## src/rtl/clkdiv_pkg.sv

```systemverilog
// Shared types and defaults for the programmable clock divider scheduler.
package clkdiv_pkg;

  localparam int CLKDIV_CNT_W_DEF = 8;
  localparam int CLKDIV_PCNT_W    = 16;

  typedef enum logic [1:0] {
    IDLE,
    RUN,
    PEND,
    STOP
  } state_t;

endpackage

```

## src/rtl/clkdiv_half_counter.sv

```systemverilog
// Half-period counter: counts to cur_half, toggles div_out and strobes tick on each rise.
// Also owns the in-use half-period register, loaded by the scheduler FSM.
module clkdiv_half_counter #(
  parameter int CNT_W    = 8,
  parameter int DEF_HALF = 1
) (
  input  logic             clk,
  input  logic             rst,
  input  logic             run,
  input  logic             clear,
  input  logic             load,
  input  logic [CNT_W-1:0] load_half,
  output logic [CNT_W-1:0] cur_half,
  output logic             div_out,
  output logic             tick,
  output logic             match
);

  logic [CNT_W-1:0] cnt;

  assign match = (cnt == cur_half);

  // NOTE: sequential state uses non-blocking assignments so every register samples pre-edge values.
  always_ff @(posedge clk or negedge rst) begin
    if (!rst) begin
      cnt     <= '0;
      div_out <= 1'b0;
      tick    <= 1'b0;
    end else if (clear) begin
      cnt     <= '0;
      div_out <= 1'b0;
      tick    <= 1'b0;
    end else if (run) begin
      if (match) begin
        cnt     <= '0;
        div_out <= ~div_out;
        tick    <= ~div_out;
      end else begin
        cnt     <= cnt + CNT_W'(1);
        tick    <= 1'b0;
      end
    end else begin
      tick <= 1'b0;
    end
  end

  // A load coinciding with a terminal count takes effect for the next phase only.
  always_ff @(posedge clk or negedge rst) begin
    if (!rst) begin
      cur_half <= CNT_W'(DEF_HALF);
    end else if (load) begin
      cur_half <= load_half;
    end
  end

endmodule

```

## src/rtl/clk_div_scheduler.sv

```systemverilog
// Run-time programmable even-ratio clock divider with glitch-free ratio change and start/stop.
// Optional completed-period counter enabled by defining CLKDIV_PERIOD_CNT_EN.
module clk_div_scheduler
  import clkdiv_pkg::*;
#(
  parameter int CNT_W    = CLKDIV_CNT_W_DEF,
  parameter int DEF_HALF = 1
) (
  input  logic             clk,
  input  logic             rst,
  input  logic             en,
  input  logic             cfg_valid,
  input  logic [CNT_W-1:0] cfg_half,
  output logic             cfg_ready,
  output logic             div_out,
  output logic             tick,
  output logic             busy,
  output logic [CNT_W-1:0] cur_half
`ifdef CLKDIV_PERIOD_CNT_EN
  ,
  output logic [CLKDIV_PCNT_W-1:0] period_cnt
`endif
);

  state_t           state, state_nxt;
  logic [CNT_W-1:0] pend_half;
  logic [CNT_W-1:0] load_half;
  logic             accept;
  logic             run, clear, load;
  logic             match, boundary;

  assign cfg_ready = (state == IDLE) || (state == RUN);
  assign busy      = (state != IDLE);
  assign accept    = cfg_valid & cfg_ready;
  assign boundary  = match & div_out;

  // pend_half tracks cur_half whenever no change is outstanding, so every exit may load it.
  always_ff @(posedge clk or negedge rst) begin
    if (!rst) begin
      state     <= IDLE;
      pend_half <= CNT_W'(DEF_HALF);
    end else begin
      state <= state_nxt;
      if (accept) pend_half <= cfg_half;
    end
  end

  // NOTE: every always_comb output gets a default first so no path can infer a latch.
  always_comb begin
    state_nxt = state;
    run       = 1'b0;
    clear     = 1'b0;
    load      = 1'b0;
    load_half = pend_half;
    unique case (state)
      IDLE: begin
        clear = 1'b1;
        if (accept) begin
          load      = 1'b1;
          load_half = cfg_half;
        end
        if (en) state_nxt = RUN;
      end
      RUN: begin
        run = 1'b1;
        if (!en)         state_nxt = STOP;
        else if (accept) state_nxt = PEND;
      end
      PEND: begin
        run = 1'b1;
        if (boundary) begin
          load      = 1'b1;
          state_nxt = RUN;
        end
        if (!en) state_nxt = STOP;
      end
      STOP: begin
        // Low phase is already safe to cut; a high phase must run to its full length.
        if (!div_out) begin
          clear     = 1'b1;
          load      = 1'b1;
          state_nxt = IDLE;
        end else begin
          run = 1'b1;
          if (boundary) begin
            load      = 1'b1;
            state_nxt = IDLE;
          end
        end
      end
      default: state_nxt = IDLE;
    endcase
  end

  clkdiv_half_counter #(
    .CNT_W   (CNT_W),
    .DEF_HALF(DEF_HALF)
  ) u_half_counter (
    .clk      (clk),
    .rst      (rst),
    .run      (run),
    .clear    (clear),
    .load     (load),
    .load_half(load_half),
    .cur_half (cur_half),
    .div_out  (div_out),
    .tick     (tick),
    .match    (match)
  );

`ifdef CLKDIV_PERIOD_CNT_EN
  logic                     fall;
  logic [CLKDIV_PCNT_W-1:0] pcnt;

  assign fall       = run & boundary;
  assign period_cnt = pcnt;

  always_ff @(posedge clk or negedge rst) begin
    if (!rst) begin
      pcnt <= '0;
    end else if (fall) begin
      pcnt <= pcnt + CLKDIV_PCNT_W'(1);
    end
  end
`endif

endmodule
```

## config.mk

```make
export PLATFORM = sky130hd
export DESIGN_NAME = clk_div_scheduler
export DESIGN_NICKNAME = d
export VERILOG_FILES = /design/src/rtl/clkdiv_pkg.sv /design/src/rtl/clkdiv_half_counter.sv /design/src/rtl/clk_div_scheduler.sv
export SDC_FILE = /design/constraint.sdc
export NUM_CORES = 1
export LEC_CHECK = 0
export CAP_MARGIN = 20
export CORE_ASPECT_RATIO = 2
export CORE_MARGIN = 2
export CORE_UTILIZATION = 53
export DETAILED_ROUTE_END_ITERATION = 6
export GPL_TIMING_DRIVEN = 0
export PLACE_DENSITY = 0.78
export REMOVE_ABC_BUFFERS = 1
export SYNTH_ARGS = -nofsm -noshare
export SYNTH_HDL_FRONTEND = slang
export SYNTH_SLANG_ARGS = --single-unit
```

## constraint.sdc

```tcl
create_clock -name clk -period 2.4 [get_ports clk]
set_clock_uncertainty 0.1 [all_clocks]
set_input_delay 0.36 -clock clk [delete_from_list [all_inputs] [get_ports clk]]
set_output_delay 0.36 -clock clk [all_outputs]
set_load 0.005 [all_outputs]
```

==> results.json, run 1 <==
{
  "outcome": "complete, no violations",
  "grt_pass1_wl_um": 5990,
  "stdcell_count": 206,
  "diodes": 0,
  "synth_cells": 150,
  "die_x_um": 43.2,
  "mostFrequentLayoutCell": "dfrtp_1",
  "dpl_worst_slack_ns": -0.103,
  "placed_area_sq_um": 1900,
  "arrival_ns": 1.81,
  "fillers": 233,
  "portBuffers": 23,
  "cts_tree": "built",
  "htreeDepth": 1,
  "drv_cap": 0,
  "final_antenna_net_count": 0,
  "drt-initial-drc-count": 34,
  "num_vias": 1211,
  "multiInputGateArea_sq_um": 882,
  "die_y_um": 82.4,
  "setup_ws_ns": 0.131,
  "clockRootBuffer": "clkbuf_8",
  "drv_slew": 0,
  "layout_common_cells": "26 x dfrtp_1, 23 x clkdlybuf4s50_1, 16 x mux2_2, 12 x xor2_1, 12 x nor2_1",
  "peakVddDrop_mv": 0.848,
  "setup_viol": 0,
  "track_usage_pct": 22.6,
  "clk_path_buf_depth": 2,
  "final-seq-area_sq_um": 703,
  "power.leakage_uw": 0.000885,
  "rsz0062_at_grt": "no",
  "yosysWarnings": 0,
  "clock_sinks": 28,
  "ys_types": 37,
  "path_class": "flip-flop to output port",
  "end_kind": "output port",
  "num_rows": 28,
  "syn_avg_cell_area_sq_um": 10.9,
  "syn-cell-area_sq_um": 1630,
  "dieArea_sq_um": 3560,
  "worst_slew_pin_slew_ns": 0.482,
  "dp.cells": 200,
  "yosysTopAreaCell": "dfrtp_1",
  "vias_per_cell": 5.88,
  "ys_dominant_reg_cell": "dfrtp_1",
  "antenna_found_initial": 0,
  "start_kind": "flip-flop",
  "p_per_area_nw_per_um2": 1280,
  "fin_area_sq_um": 1980,
  "seq_area_frac_synth_pct": 43.2,
  "start_util_pct": 55.4,
  "nets": 195,
  "firstDrtPassIters": 4,
  "slew_headroom_pct": 67.8,
  "core_sq_um": 2940,
  "drc": 0,
  "min_period_ns": 2.27,
  "ys_top_cells_by_area": "dfrtp_1 40%, mux2_2 11%, mux2_4 7.4%, xor2_1 6.5%, ha_1 4.6%",
  "area_growth_pct": 21.4,
  "cp_max_fo": 8,
  "io_pins": 24,
  "final_util_pct": 67.2,
  "timing.final.crit_share_pct": 94.5,
  "clock.fmax_mhz": 441,
  "cts_buffers": 3,
  "grt_max_degree": 22,
  "hold_viol_final": 0,
  "globalplace.congestion": 0.847,
  "reg2reg_depth": 5,
  "hold_path_class": "input pin to asynchronous set/reset pin",
  "dp_hpwl_um": 2740,
  "synth-edff-count": 0,
  "drive_gt1_share_pct": 22.7,
  "clock_latency_ns": 0.28,
  "grt_pass1_vias": 1334,
  "post_drt_wl_per_cell_um": 17.2,
  "drt-total-wl_um": 3550,
  "grt_overflow": 0,
  "synthArstFlopShare_pct": 100,
  "worstPathRequired_ns": 1.94,
  "yosysTopAreaCellShare_pct": 39.9,
  "synth-seq-cells": 28,
  "path_clk_slew_ns": 0.09
}
[layer usage]
metal | part of all wire (%) | track usage, % | wire [um] | up-vias
met5 | 0 | 0 | 0 | -
met4 | 2.6 | 11.8 | 93 | 0
met3 | 2.5 | 3.04 | 87 | 10
met2 | 58 | 41.6 | 2050 | 31
met1 | 37 | 24.2 | 1320 | 586
li1 | - | - | - | 584
[synthesized netlist by cell type (3+ instances only)]
cell type,number
a21oi_1,6
dfrtp_1,26
ha_1,6
inv_1,7
mux2_2,16
mux2_4,8
nand2_1,11
nand3_1,3
nand4_1,3
nor2_1,12
nor4_1,3
o21a_1,4
o21ai_0,5
xor2_1,12
[worst max-delay path, cell delays in order, from the launching register on]
cell and delay (ns):
dfrtp_1 0.41, inv_1 0.12, ha_2 0.26, or2_2 0.30, clkdlybuf4s50_1 0.45
[cell type report]
type | instances | share of cell area (%)
multi-input cells | 111 | 44.6
flip-flops and latches | 28 | 35.6
repair buffers | 26 | 13.8
clock buffers | 4 | 2.78
well taps | 30 | 1.90
inverters | 7 | 1.33
[state kept, by name (all words and copies together), names as in the netlist]
signal	flops
pend_half	8
u_half_counter.div_out	1
u_half_counter.tick	1
state	2
u_half_counter.cnt	8
u_half_counter.cur_half	8
[logic make-up (layout without fill, tap and decap cells)]
group	count (synthesis)	after routing	synth area share (%)
compound gates	27	27	11.1
xor+xnor	13	13	6.99
fa+ha+maj	6	6	4.61
buf+inv	11	37	3.07
flops	28	28	43.2
mux	24	24	18.4
simple gates	41	41	12.6
[metrics by stage]
stage | hold WS [ns] | setup TNS [ns] | total power, uW
final | 0.301 | 0 | 2530
after global routing | 0.325 | 0 | 2720
after CTS | 0.298 | 0 | 2510
after detailed placement | 0.394 | -0.763 | 2210
after global placement | 0.381 | -0.0815 | 2130
after floorplan | -0.0356 | 0 | 1750
[repair_timing]
| item | CTS | global route |
|---|---|---|
| endpoints found under the setup margin | 8 | 7 |
| gates resized for setup | 2 | 1 |
| gates cloned | 0 | 0 |
| buffers inserted | 0 | 2 |
| hold buffers | 0 | 0 |
[report_power, final]
group	internal (uW)	leakage, uW	switching (uW)
registers	674	0.000348	185
logic	760	0.000509	620
clock network	147	0.0000288	148
[path summary, 6_finish.rpt]
check,startpoint,endpoint,slack [ns]
setup / recovery,state[0],cfg_ready,0.13
hold / removal,rst,pend_half[7],0.30
setup reg to reg,state[0],u_half_counter.cur_half[1],0.24
hold reg to reg,pend_half[3],pend_half[3],0.41
max in group asynchronous,rst,pend_half[0],1.36
min in group clk,pend_half[3],pend_half[3],0.41
Power figures use the tool's default switching activity.
==> run 2: changes to the inputs <==
--- a/config.mk
+++ b/config.mk
@@ -13,6 +13,7 @@
 export GPL_TIMING_DRIVEN = 0
 export PLACE_DENSITY = 0.78
 export REMOVE_ABC_BUFFERS = 1
+export SKIP_CTS_REPAIR_TIMING = 1
 export SYNTH_ARGS = -nofsm -noshare
 export SYNTH_HDL_FRONTEND = slang
 export SYNTH_SLANG_ARGS = --single-unit
==> run 2 against run 1 <==
First-iteration DRC count shrank 38%. Worst hold slack is essentially flat. Cell count shrank 0.97%. Sequential share of layout area grew 0.27 points. Combinational power is essentially flat. Clock power is essentially flat. Utilization shrank 0.51 points. Count of clock-buffer cells in the layout is the same. Flip-flop and latch count is the same. Global-route usage is essentially flat. Via count shrank 0.33%. Critical path type unchanged. Largest cell class unchanged.
==> results.json, run 2 (synthesized netlist as in run 1, its figures left out) <==
{
  "core_sq_um": 2940,
  "timing.final.crit_share_pct": 96.9,
  "mostFrequentLayoutCell": "dfrtp_1",
  "min_period_ns": 2.33,
  "stdcell_count": 204,
  "hold_viol_final": 0,
  "die_y_um": 82.4,
  "firstDrtPassIters": 4,
  "cts_buffers": 3,
  "grt_pass1_vias": 1322,
  "area_growth_pct": 20.4,
  "clockRootBuffer": "clkbuf_8",
  "grt_max_degree": 22,
  "track_usage_pct": 22.6,
  "outcome": "complete, no violations",
  "r2r-start": "state[1]",
  "drv_cap": 0,
  "antenna_found_initial": 0,
  "io_pins": 24,
  "globalplace.congestion": 0.847,
  "grt_overflow": 0,
  "slew_headroom_pct": 67.8,
  "drt-initial-drc-count": 21,
  "cts_tree": "built",
  "drv_slew": 0,
  "clock_sinks": 28,
  "die_x_um": 43.2,
  "portBuffers": 23,
  "setup_viol": 0,
  "clock_latency_ns": 0.28,
  "drt-total-wl_um": 3580,
  "critical_path.startpoint": "state[1]",
  "drive_gt1_share_pct": 21.8,
  "diodes": 0,
  "clock.fmax_mhz": 430,
  "grt_pass1_wl_um": 5990,
  "setup_ws_ns": 0.0747,
  "hold_path_class": "input pin to asynchronous set/reset pin",
  "peakVddDrop_mv": 0.851,
  "vias_per_cell": 5.92,
  "start_util_pct": 55.4,
  "final.setup.tns_ns": 0,
  "path_clk_slew_ns": 0.09,
  "reg2reg_depth": 5,
  "final_antenna_net_count": 0,
  "num_vias": 1207,
  "start_kind": "flip-flop",
  "dp_hpwl_um": 2740,
  "nets": 193,
  "ff2ff_setup_slack_ns": 0.20,
  "worst_slew_pin_slew_ns": 0.481,
  "htreeDepth": 1,
  "num_rows": 28,
  "dp.cells": 200,
  "worstPathRequired_ns": 1.94,
  "layout_common_cells": "26 x dfrtp_1, 23 x clkdlybuf4s50_1, 16 x mux2_2, 12 x xor2_1, 12 x nor2_1",
  "power.leakage_uw": 0.000875,
  "path_class": "flip-flop to output port",
  "end_kind": "output port",
  "post_drt_wl_per_cell_um": 17.5,
  "p_per_area_nw_per_um2": 1280,
  "clk_path_buf_depth": 2,
  "reg.largest.list": "pend_half (8), u_half_counter.cnt (8), u_half_counter.cur_half (8)",
  "cp_max_fo": 5,
  "drc": 0,
  "dieArea_sq_um": 3560,
  "arrival_ns": 1.87,
  "dpl_worst_slack_ns": -0.103,
  "final_util_pct": 66.7
}
[run 2: cell types whose count changed in the layout (fill, tap and decap cells not counted), sizes merged]
cell	change
buf	-2
[run 2: final timing paths]
| path | to |
|---|---|
| max | cfg_ready |
| min | pend_half[7] |
| max reg2reg | u_half_counter.cur_half[1] |
| min reg2reg | pend_half[3] |
| max in group asynchronous | pend_half[0] |
| min in group clk | pend_half[3] |
[run 2: layer usage]
layer	up-vias	GRT usage [%]	share of wire (%)
met2	31	41.2	58
met1	587	24.5	38
met4	0	10.9	2.0
li1	581	-	-
met5	-	0	0
met3	8	3.70	2.3
[run 2: final cells by class]
class,instances,area (sq um)
Tap cell,30,37.5
Inverter,7,26.3
Sequential cell,28,703
Fill cell,235,981
Clock buffer,4,55.1
Timing Repair Buffer,24,258
Multi-Input combinational cell,111,882
[run 2: through the flow]
step           hold WS (ns)  area, sq um  power [uW]
5_1_grt               0.325         1960        2700
3_5_place_dp          0.394         1900        2210
4_1_cts               0.298         1960        2510
3_3_place_gp          0.381         1870        2130
6_report              0.302         1960        2520
2_1_floorplan       -0.0356         1610        1750
[run 2: power breakdown]
group | total [uW] | switching (uW) | internal (uW)
Combinational | 1360 | 614 | 742
Sequential | 864 | 190 | 674
Clock | 298 | 150 | 147
[run 2: worst max-delay path, stage by stage (launching register included)]
cell             delay [ns]
dfrtp_1                0.44
inv_1                  0.14
ha_1                   0.25
or2_2                  0.32
clkdlybuf4s50_1        0.45
